**src/rtl/muldiv_pkg.sv**
```systemverilog
// -----------------------------------------------------------------------------
// muldiv_pkg
// Shared definitions for the mult/div sequencer:
//   state_t                 - sequencer FSM state encoding
//   OP_MULT / OP_DIV        - operation encoding carried on req_op
//   TIMEOUT_CYCLES_DEFAULT  - default watchdog limit in WAIT cycles
// -----------------------------------------------------------------------------
package muldiv_pkg;

    typedef enum logic [2:0] {
        ST_IDLE  = 3'd0,
        ST_START = 3'd1,
        ST_WAIT  = 3'd2,
        ST_WRITE = 3'd3,
        ST_DONE  = 3'd4,
        ST_ERR   = 3'd5
    } state_t;

    localparam logic OP_MULT = 1'b0;
    localparam logic OP_DIV  = 1'b1;

    localparam int TIMEOUT_CYCLES_DEFAULT = 64;

endpackage : muldiv_pkg

```
**src/rtl/muldiv_timeout_cnt.sv**
```systemverilog
// -----------------------------------------------------------------------------
// muldiv_timeout_cnt
// Watchdog for the WAIT state of muldiv_sequencer. Counts cycles while
// enable is high and flags expiry on the cycle in which the count reaches
// TIMEOUT_CYCLES, i.e. on the TIMEOUT_CYCLES-th enabled cycle.
// Only instantiated when MULDIV_TIMEOUT_EN is defined.
// Ports:
//   clk       in   system clock, rising edge
//   reset_in  in   asynchronous active-low reset
//   clear     in   synchronous clear of the count (held outside WAIT)
//   enable    in   count this cycle
//   expired   out  this enabled cycle is the last one allowed
// -----------------------------------------------------------------------------
module muldiv_timeout_cnt
    import muldiv_pkg::*;
#(
    parameter int TIMEOUT_CYCLES = TIMEOUT_CYCLES_DEFAULT
) (
    input  logic clk,
    input  logic reset_in,
    input  logic clear,
    input  logic enable,
    output logic expired
);

    localparam int               CNT_W   = 8;
    localparam logic [CNT_W-1:0] LP_LAST = CNT_W'(TIMEOUT_CYCLES - 1);

    logic [CNT_W-1:0] r_count;

    always_ff @(posedge clk or negedge reset_in) begin
        if (!reset_in) begin
            r_count <= '0;
        end else if (clear) begin
            r_count <= '0;
        end else if (enable) begin
            r_count <= r_count + 1'b1;
        end
    end

    // The count holds the number of WAIT cycles already completed, so the
    // limit is hit when the current cycle would make it TIMEOUT_CYCLES.
    assign expired = enable && (r_count == LP_LAST);

endmodule : muldiv_timeout_cnt

```
**src/rtl/muldiv_sequencer.sv**
```systemverilog
// -----------------------------------------------------------------------------
// muldiv_sequencer
// Control FSM that launches a multiply or divide, waits for the selected
// unit to finish, then strobes the HI/LO register loads. A divide-by-zero
// report aborts the operation; optionally a watchdog aborts a stuck WAIT.
// All outputs are Moore outputs decoded from the state and the latched op.
//
// Configuration macro: MULDIV_TIMEOUT_EN
//   defined   - watchdog (muldiv_timeout_cnt) built, timeout_exc live
//   undefined - WAIT persists indefinitely, timeout_exc tied to 0
//
// Ports:
//   clk          in   system clock, rising edge
//   reset_in     in   asynchronous active-low reset
//   req_valid    in   request a mult/div operation
//   req_op       in   0=MULT, 1=DIV, sampled with req_valid
//   req_ready    out  idle, request will be accepted
//   mult_init    out  start pulse to multiplier
//   mult_stop    in   multiplier result valid
//   div_init     out  start pulse to divider
//   div_stop     in   divider result valid
//   div_zero     in   divider reports zero divisor
//   high_load    out  HI register load strobe
//   low_load     out  LO register load strobe
//   mux_high     out  HI source select (0=mult, 1=div)
//   mux_low      out  LO source select (0=mult, 1=div)
//   busy         out  any state other than IDLE
//   done         out  HI/LO written pulse
//   div_zero_exc out  divide-by-zero abort pulse
//   timeout_exc  out  watchdog abort pulse
// -----------------------------------------------------------------------------
module muldiv_sequencer
    import muldiv_pkg::*;
#(
    parameter int TIMEOUT_CYCLES = TIMEOUT_CYCLES_DEFAULT
) (
    input  logic clk,
    input  logic reset_in,
    input  logic req_valid,
    input  logic req_op,
    output logic req_ready,
    output logic mult_init,
    input  logic mult_stop,
    output logic div_init,
    input  logic div_stop,
    input  logic div_zero,
    output logic high_load,
    output logic low_load,
    output logic mux_high,
    output logic mux_low,
    output logic busy,
    output logic done,
    output logic div_zero_exc,
    output logic timeout_exc
);

    if (TIMEOUT_CYCLES < 2 || TIMEOUT_CYCLES > 255) begin : g_bad_timeout
        $error("muldiv_sequencer: TIMEOUT_CYCLES must be within 2..255");
    end

    state_t r_state;
    state_t w_next;
    logic   r_op;
    logic   w_sel_stop;
    logic   w_zero;
    logic   w_expired;
    logic   w_err_tmo;

    // Only the stop of the unit that was launched can complete the op.
    assign w_sel_stop = (r_op == OP_DIV) ? div_stop : mult_stop;
    assign w_zero     = (r_op == OP_DIV) && div_zero;

`ifdef MULDIV_TIMEOUT_EN
    logic r_err_tmo;

    muldiv_timeout_cnt #(
        .TIMEOUT_CYCLES (TIMEOUT_CYCLES)
    ) u_timeout_cnt (
        .clk      (clk),
        .reset_in (reset_in),
        .clear    (r_state != ST_WAIT),
        .enable   (r_state == ST_WAIT),
        .expired  (w_expired)
    );

    // Remember why ERR was entered; divide-by-zero outranks the watchdog.
    always_ff @(posedge clk or negedge reset_in) begin
        if (!reset_in) begin
            r_err_tmo <= 1'b0;
        end else if (w_next == ST_ERR && r_state != ST_ERR) begin
            r_err_tmo <= !w_zero;
        end
    end

    assign w_err_tmo = r_err_tmo;
`else
    assign w_expired = 1'b0;
    assign w_err_tmo = 1'b0;
`endif

    always_ff @(posedge clk or negedge reset_in) begin
        if (!reset_in) begin
            r_state <= ST_IDLE;
            r_op    <= OP_MULT;
        end else begin
            r_state <= w_next;
            if (r_state == ST_IDLE && req_valid) begin
                r_op <= req_op;
            end
        end
    end

    always_comb begin
        w_next = r_state;
        case (r_state)
            ST_IDLE:  if (req_valid) w_next = ST_START;
            ST_START: w_next = w_zero ? ST_ERR : ST_WAIT;
            ST_WAIT: begin
                if (w_zero)          w_next = ST_ERR;
                else if (w_sel_stop) w_next = ST_WRITE;
                else if (w_expired)  w_next = ST_ERR;
            end
            ST_WRITE: w_next = ST_DONE;
            ST_DONE:  w_next = ST_IDLE;
            ST_ERR:   w_next = ST_IDLE;
            default:  w_next = ST_IDLE;
        endcase
    end

    always_comb begin
        req_ready    = 1'b0;
        mult_init    = 1'b0;
        div_init     = 1'b0;
        high_load    = 1'b0;
        low_load     = 1'b0;
        mux_high     = 1'b0;
        mux_low      = 1'b0;
        busy         = 1'b0;
        done         = 1'b0;
        div_zero_exc = 1'b0;
        timeout_exc  = 1'b0;
        if (r_state == ST_IDLE) begin
            req_ready = 1'b1;
        end else begin
            busy     = 1'b1;
            mux_high = r_op;
            mux_low  = r_op;
        end
        case (r_state)
            ST_START: begin
                mult_init = (r_op == OP_MULT);
                div_init  = (r_op == OP_DIV);
            end
            ST_WRITE: begin
                high_load = 1'b1;
                low_load  = 1'b1;
            end
            ST_DONE: done = 1'b1;
            ST_ERR: begin
                div_zero_exc = !w_err_tmo;
                timeout_exc  = w_err_tmo;
            end
            default: ;
        endcase
    end

endmodule : muldiv_sequencer

```
**config.mk**
```make
export PLATFORM = sky130hd
export DESIGN_NAME = muldiv_sequencer
export DESIGN_NICKNAME = d
export VERILOG_FILES = /design/src/rtl/muldiv_pkg.sv /design/src/rtl/muldiv_timeout_cnt.sv /design/src/rtl/muldiv_sequencer.sv
export SDC_FILE = /design/constraint.sdc
export NUM_CORES = 1
export LEC_CHECK = 0
export CAP_MARGIN = 10
export CORE_AREA = 2 2 39 41
export CTS_CLUSTER_SIZE = 12
export DETAILED_ROUTE_END_ITERATION = 12
export DIE_AREA = 0 0 41 43
export HOLD_SLACK_MARGIN = 0.1
export PLACE_DENSITY = 0.61
export SYNTH_ARGS = -nofsm -noshare
export SYNTH_HDL_FRONTEND = slang
export SYNTH_SLANG_ARGS = --single-unit
```
**constraint.sdc**
```tcl
create_clock -name clk -period 3.8 [get_ports clk]
set_clock_uncertainty 0.2 [all_clocks]
set_input_delay 0.57 -clock clk [delete_from_list [all_inputs] [get_ports clk]]
set_output_delay 0.57 -clock clk [all_outputs]
set_load 0.05 [all_outputs]
```
; ---- Word level (Yosys, flattened, before mapping)
; Cells that the tools add are included.
[classes]
n_eq_ne = 7
n_bitwise = 1
mux = 14
n_reduce_logical = 4
[op_table]
columns = op, n
row1 = 3-bit 2-to-1 mux, 4
row2 = 3-bit one-hot mux with 4 select lines, 1
row3 = 1-bit 2-to-1 mux, 9
row4 = 3-bit by 2-bit == test with 1-bit output (second input constant), 2
row5 = 3-bit == test (second input constant), 2
row6 = 3-bit by 1-bit == test with 1-bit output (second input constant), 1
row7 = 3-bit zero test, 1
row8 = 3-bit != test (second input constant), 1
row9 = 1-bit logical AND, 2
row10 = 2-bit != test (second input constant), 1
row11 = 2-bit AND reduction, 1
row12 = 1-bit inverter, 1
[word_totals]
out_inout_bits = 11
word_cells = 28
input_bits = 7
ff_bits = 4

; ---- Logic depth before layout (Yosys ltp)
; Gate-level depths: netlist of run 1.
[logic_depth]
ltp_word = 4
ltp_mapped = 4
ltp_nobuf = 3

; ---- Worst setup path before layout of run 1
; Ideal clock, no wire load.
[synth_path]
path_kind = reg2out
start = reg r_state[1]
end = out mult_init
t_arrival_ns = 2.254
setup_slack_ns = 0.776
required_ns = 3.030
stages_incl_launch_ff = 3
cell_sequence = dfrtp_1 -> buf_2 -> nor4b_1
[synth_between]
elab_chain_cells = 2
[synth_rtl]
columns = item, line_no
row1 = from (decl), muldiv_sequencer.sv:61  ; state_t r_state;
row2 = from (signal assigned), muldiv_sequencer.sv:106  ; r_state <= w_next;
row3 = 3-bit by 1-bit == test with 1-bit output, muldiv_sequencer.sv:149  ; case (r_state)
row4 = 1-bit 2-to-1 mux, muldiv_sequencer.sv:149
row5 = to (decl), muldiv_sequencer.sv:42  ; output logic mult_init,
; Every way passes these cells.

; ---- Worst setup path after layout of run 1
; Ends and elaborated chain as after synthesis.

==> impl_metrics.ini, run 1 <==
[status]
status = completed

[cells_and_area]
nets = 57
drive_above_1_share = 0.125
n_antenna_cell = 0
syn_to_final_growth_pct = 51.0
n_fill_cell = 152

[worst_setup_path]
timing.rr.start = r_state[1]
path_max_fanout = 12
worstSetupPathType = flop to output pin
cp-startpoint = r_state[1]
end_kind = output pin
critPathLaunchType = flop
required_ns = 3.03
r2r_cells = 3
cp.arrival_ns = 1.94

[route]
dr.pass1.iters = 2
vias = 267
first_iter_violations = 1
avgViaCountPerCell = 4.17
route.detailed.drc = 0
wirelength_um = 597
final_antenna_net_count = 0
wl_per_cell_um = 9.33

[clocking]
cts_buffer_depth = 2
tritoncts = done
clk_latency_ns = 0.23
clock-sinks = 4
numCtsBuffers = 3
postCtsResizedCells = 0
h-tree-depth = 1
cts_setup_buffers = 0
cts_hold_buf = 0
clk_pin_slew_ns = 0.04
cts-root-buf = clkbuf_4

[sta]
timing.final.max_slew_violations = 0
rsz0062_at_grt = false
fin_crit_ns = 2.71
hold_viol = 0
period_share = 0.712
fin_ws_ns = 1.09
setup-violations-final = 0
worst_pin_slew_ns = 0.497
setup_tns_ns = 0
fmax_ghz = 0.370
slew_headroom = 0.668

[floorplanning]
core_um2 = 1380
rows = 14
die_area_um2 = 1760
die_width_um = 41
io_pins = 18
fp.dieH_um = 43
start_util = 0.225

[job]
maxCapViolCount = 0

[placement]
dp_hpwl_um = 457
io_buffers = 16
place_ws_ns = 1.32
gp_congestion = 0.748

[synth]
synth.distinct_cells = 24
netlist_area_um2 = 312
synth_seq_area_share = 0.321
synth.top_cells.by_area = dfrtp_1 (32%), buf_4 (7.2%), nor3_4 (5.2%)
synthCells = 35
synth_top_cell_by_area = dfrtp_1
syn-num-nets = 42
ys_warn_count = 0
yosys.area.top_type_share = 0.321
syn_avg_cell_area_um2 = 8.90
ys_seq_elements = 4

[global_routing]
antenna_found_initial = 0
overflow = 0
grt_pass1_wl_um = 931
grt_pass1_vias = 218
grt_max_degree = 13
grt_util_all_layers = 0.0809

[worst_hold_path]
min_path_type = primary input to async pin
## synth_stat cells
library cell / count
and3b_1: 1
buf_6: 1
o21ai_0: 2
inv_1: 1
mux2i_1: 1
buf_4: 3
nor3_1: 2
mux2_4: 1
nor4bb_1: 1
buf_2: 2
and2b_1: 1
nand2_2: 1
nor3_4: 1
and3_1: 1
conb_1: 1
nand3_1: 1
a21oi_1: 1
nand2_1: 3
xnor2_1: 1
nor3b_1: 1
nor2_1: 2
dfrtp_1: 4
and2_1: 1
nor4b_1: 1
## state kept, by name (all words and copies together) (netlist names)
| name | cells |
|---|---|
| r_state | 3 |
| r_op | 1 |
## cell usage in the layout, fill, tap and decap left out, types with 2 or more instances in the layout
cell type / synthesis / routed
clkdlybuf4s50_1: 0 / 16
dfrtp_1: 4 / 4
nand2_1: 3 / 3
clkbuf_4: 0 / 3
nor2_1: 2 / 2
o21ai_0: 2 / 2
nor3_1: 2 / 2
## kinds of logic after synthesis
logic type	share of synthesized area
AO/OA/AOI/OAI	0.0482
XOR/XNOR	0.0281
buffers and inverters	0.153
flip-flops	0.321
multiplexers	0.0803
other	0.0120
AND/OR/NAND/NOR	0.358
## critical path: stages (launching register included)
cell and delay (ns):
dfrtp_1 0.51, nor4b_1 0.34, clkdlybuf4s50_1 0.85
## per-layer routing
metal,vias up,routed length (um),GRT usage
li1,140,-,-
met1,116,250,0.0987
met2,11,303,0.109
met3,0,43,0.0471
met4,0,0,0.0400
met5,-,0,0
## through the flow
step,std cells,hold WS (ns),utilization,area [um^2]
after floorplan,35,0.0744,-,312
after global placement,61,0.421,0.324,448
after detailed placement,61,0.459,0.324,448
after CTS,64,0.336,0.340,470
after global routing,64,0.353,0.340,470
final,64,0.336,0.340,470
## final timing paths
| check | to | slack [ns] |
|---|---|---|
| min in group clk | r_state[2] | 0.45 |
| min | r_state[2] | 0.34 |
| max in group asynchronous | r_op | 2.90 |
| max | mult_init | 1.09 |
| max reg2reg | r_op | 2.32 |
| min reg2reg | r_state[2] | 0.45 |
## cell type report
cell class,count,area (um^2),share of cell area
multi-input cells,24,164,0.348
repair buffers,16,160,0.340
flip-flops and latches,4,100,0.213
clock buffers,3,22.5,0.0479
well taps,16,20.0,0.0426
inverters,1,3.75,0.00798
Power of run 1 is left out: the tool's default activity adds up to more than one toggle a clock period on the data nets, which glitch-free logic cannot reach.
==> run 2: changes to the inputs <==
- PLACE_DENSITY: 0.61 -> 0.63
- clock period: 3.8 -> 2.4 ns (I/O delays scaled with it)
==> run 2 against run 1 <==
Highest routed layer is now met4. First-iteration DRC count increased to 6.0 times the previous value. Sequential share of layout area increased by 0.11 points. Largest cell class unchanged. Cell area decreased by 0.53%. Setup slack got worse by 1.0 ns. Routed wire length increased by 10%. Hold slack got worse by 0.22 ns. Utilization decreased by 0.18 points. Sequential cell count unchanged. Critical path depth increased by 1. Register-to-register slack got worse by 1.4 ns.
==> impl_metrics.ini, run 2 (synthesis gave the netlist of run 1 again) <==
[clocking]
cts_setup_buffers = 0
clk_latency_ns = 0.24
tritoncts = done
clk_pin_slew_ns = 0.04
numCtsBuffers = 3
cts_hold_buf = 0
h-tree-depth = 1
clock-sinks = 4
postCtsResizedCells = 0
cts_buffer_depth = 2
cts-root-buf = clkbuf_4

[floorplanning]
fp.dieH_um = 43
core_um2 = 1380
die_width_um = 41
die_area_um2 = 1760
rows = 14
io_pins = 18
start_util = 0.225

[cells_and_area]
design_area_um2 = 468
largestRegisters = r_state x3, r_op x1
stdcell_count = 65
final_common_cell = buf_4
largest_register_ffs = 3
mostFrequentLayoutCells = buf_4 (10), clkdlybuf4s50_1 (7), dfrtp_1 (4)
n_antenna_cell = 0
n_fill_cell = 148
syn_to_final_growth_pct = 50.2
drive_above_1_share = 0.367
top_register = r_state
nets = 58

[worst_setup_path]
worstSetupPathType = flop to output pin
critPathSlowestCell = clkdlybuf4s50_1
path_delay_family = buffers and inverters
crit_chain = nor3_4 > inv_1 > clkdlybuf4s50_1
r2r_end = r_op
required_ns = 1.84
critPathLaunchType = flop
path_max_fanout = 10
rrSetupSlack_ns = 0.93
timing.rr.start = r_state[0]
cp.arrival_ns = 1.78
slowest_delay_ns = 0.70
path_depth = 3
r2r_cells = 3
end_kind = output pin
path_buf_inv = 2

[sta]
whs_ns = 0.117
period_share = 0.977
rsz0062_at_grt = false
fin_crit_ns = 2.34
timing.final.max_slew_violations = 0
fmax_ghz = 0.427
setup-violations-final = 0
setup_tns_ns = 0
hold_viol = 0

[route]
wirelength_um = 658
wl_per_cell_um = 10.1
first_iter_violations = 6
route.detailed.drc = 0
dr.pass1.iters = 4
avgViaCountPerCell = 4.28
vias = 278
final_antenna_net_count = 0

[global_routing]
grt_pass1_wl_um = 1020
grt_max_degree = 12
grt_pass1_vias = 243
antenna_found_initial = 0
grt_util_all_layers = 0.0958
overflow = 0

[job]
maxCapViolCount = 0

[placement]
dp_hpwl_um = 498
gp_congestion = 0.755
dp_cells = 62
placed_area_um2 = 445
io_buffers = 16

[worst_hold_path]
min_path_type = primary input to async pin

[status]
status = completed
## run 2: changes by cell type in the layout (fill, tap and decap cells not counted)
cell | before | now
buf_4 | 0 | 10
clkdlybuf4s50_1 | 16 | 7
nor4b_1 | 1 | 0
nor4b_2 | 0 | 1
nor4bb_1 | 1 | 0
nor4bb_2 | 0 | 1
## run 2: worst max path at each step
stage / start / endpoint
floorplan: r_state[1] / done
global placement: r_state[0] / busy
detailed placement: r_state[0] / busy
CTS: r_state[0] / busy
global route: r_state[0] / busy
finish: r_state[0] / busy
## run 2: final cells by class
class	instances	area [um^2]	share of cell area
Multi-Input combinational cell	24	176	0.377
Timing Repair Buffer	17	145	0.310
Tap cell	16	20.0	0.0428
Inverter	1	3.75	0.00802
Clock buffer	3	22.5	0.0481
Sequential cell	4	100	0.214
## run 2: per-layer routing
metal	vias to the layer above	share of wire	GRT usage	wire, um
met4	0	0.050	0.140	33
met5	-	0	0	0
li1	140	-	-	-
met2	14	0.49	0.125	323
met3	3	0.062	0.0157	41
met1	121	0.40	0.101	260
## run 2: metrics by stage
step                setup slack, ns   util
floorplan                    0.0972      -
global placement              0.336  0.322
detailed placement            0.307  0.322
CTS                          0.0355  0.338
global route               0.000659  0.338
finish                       0.0556  0.338
## run 2: worst reg2reg max path: stages, from the launching register on
cell	delay (ns)
dfrtp_1	0.49
nor3_4	0.29
nand2_2	0.08
mux2_4	0.29
Power of run 2 is left out for the same reason.
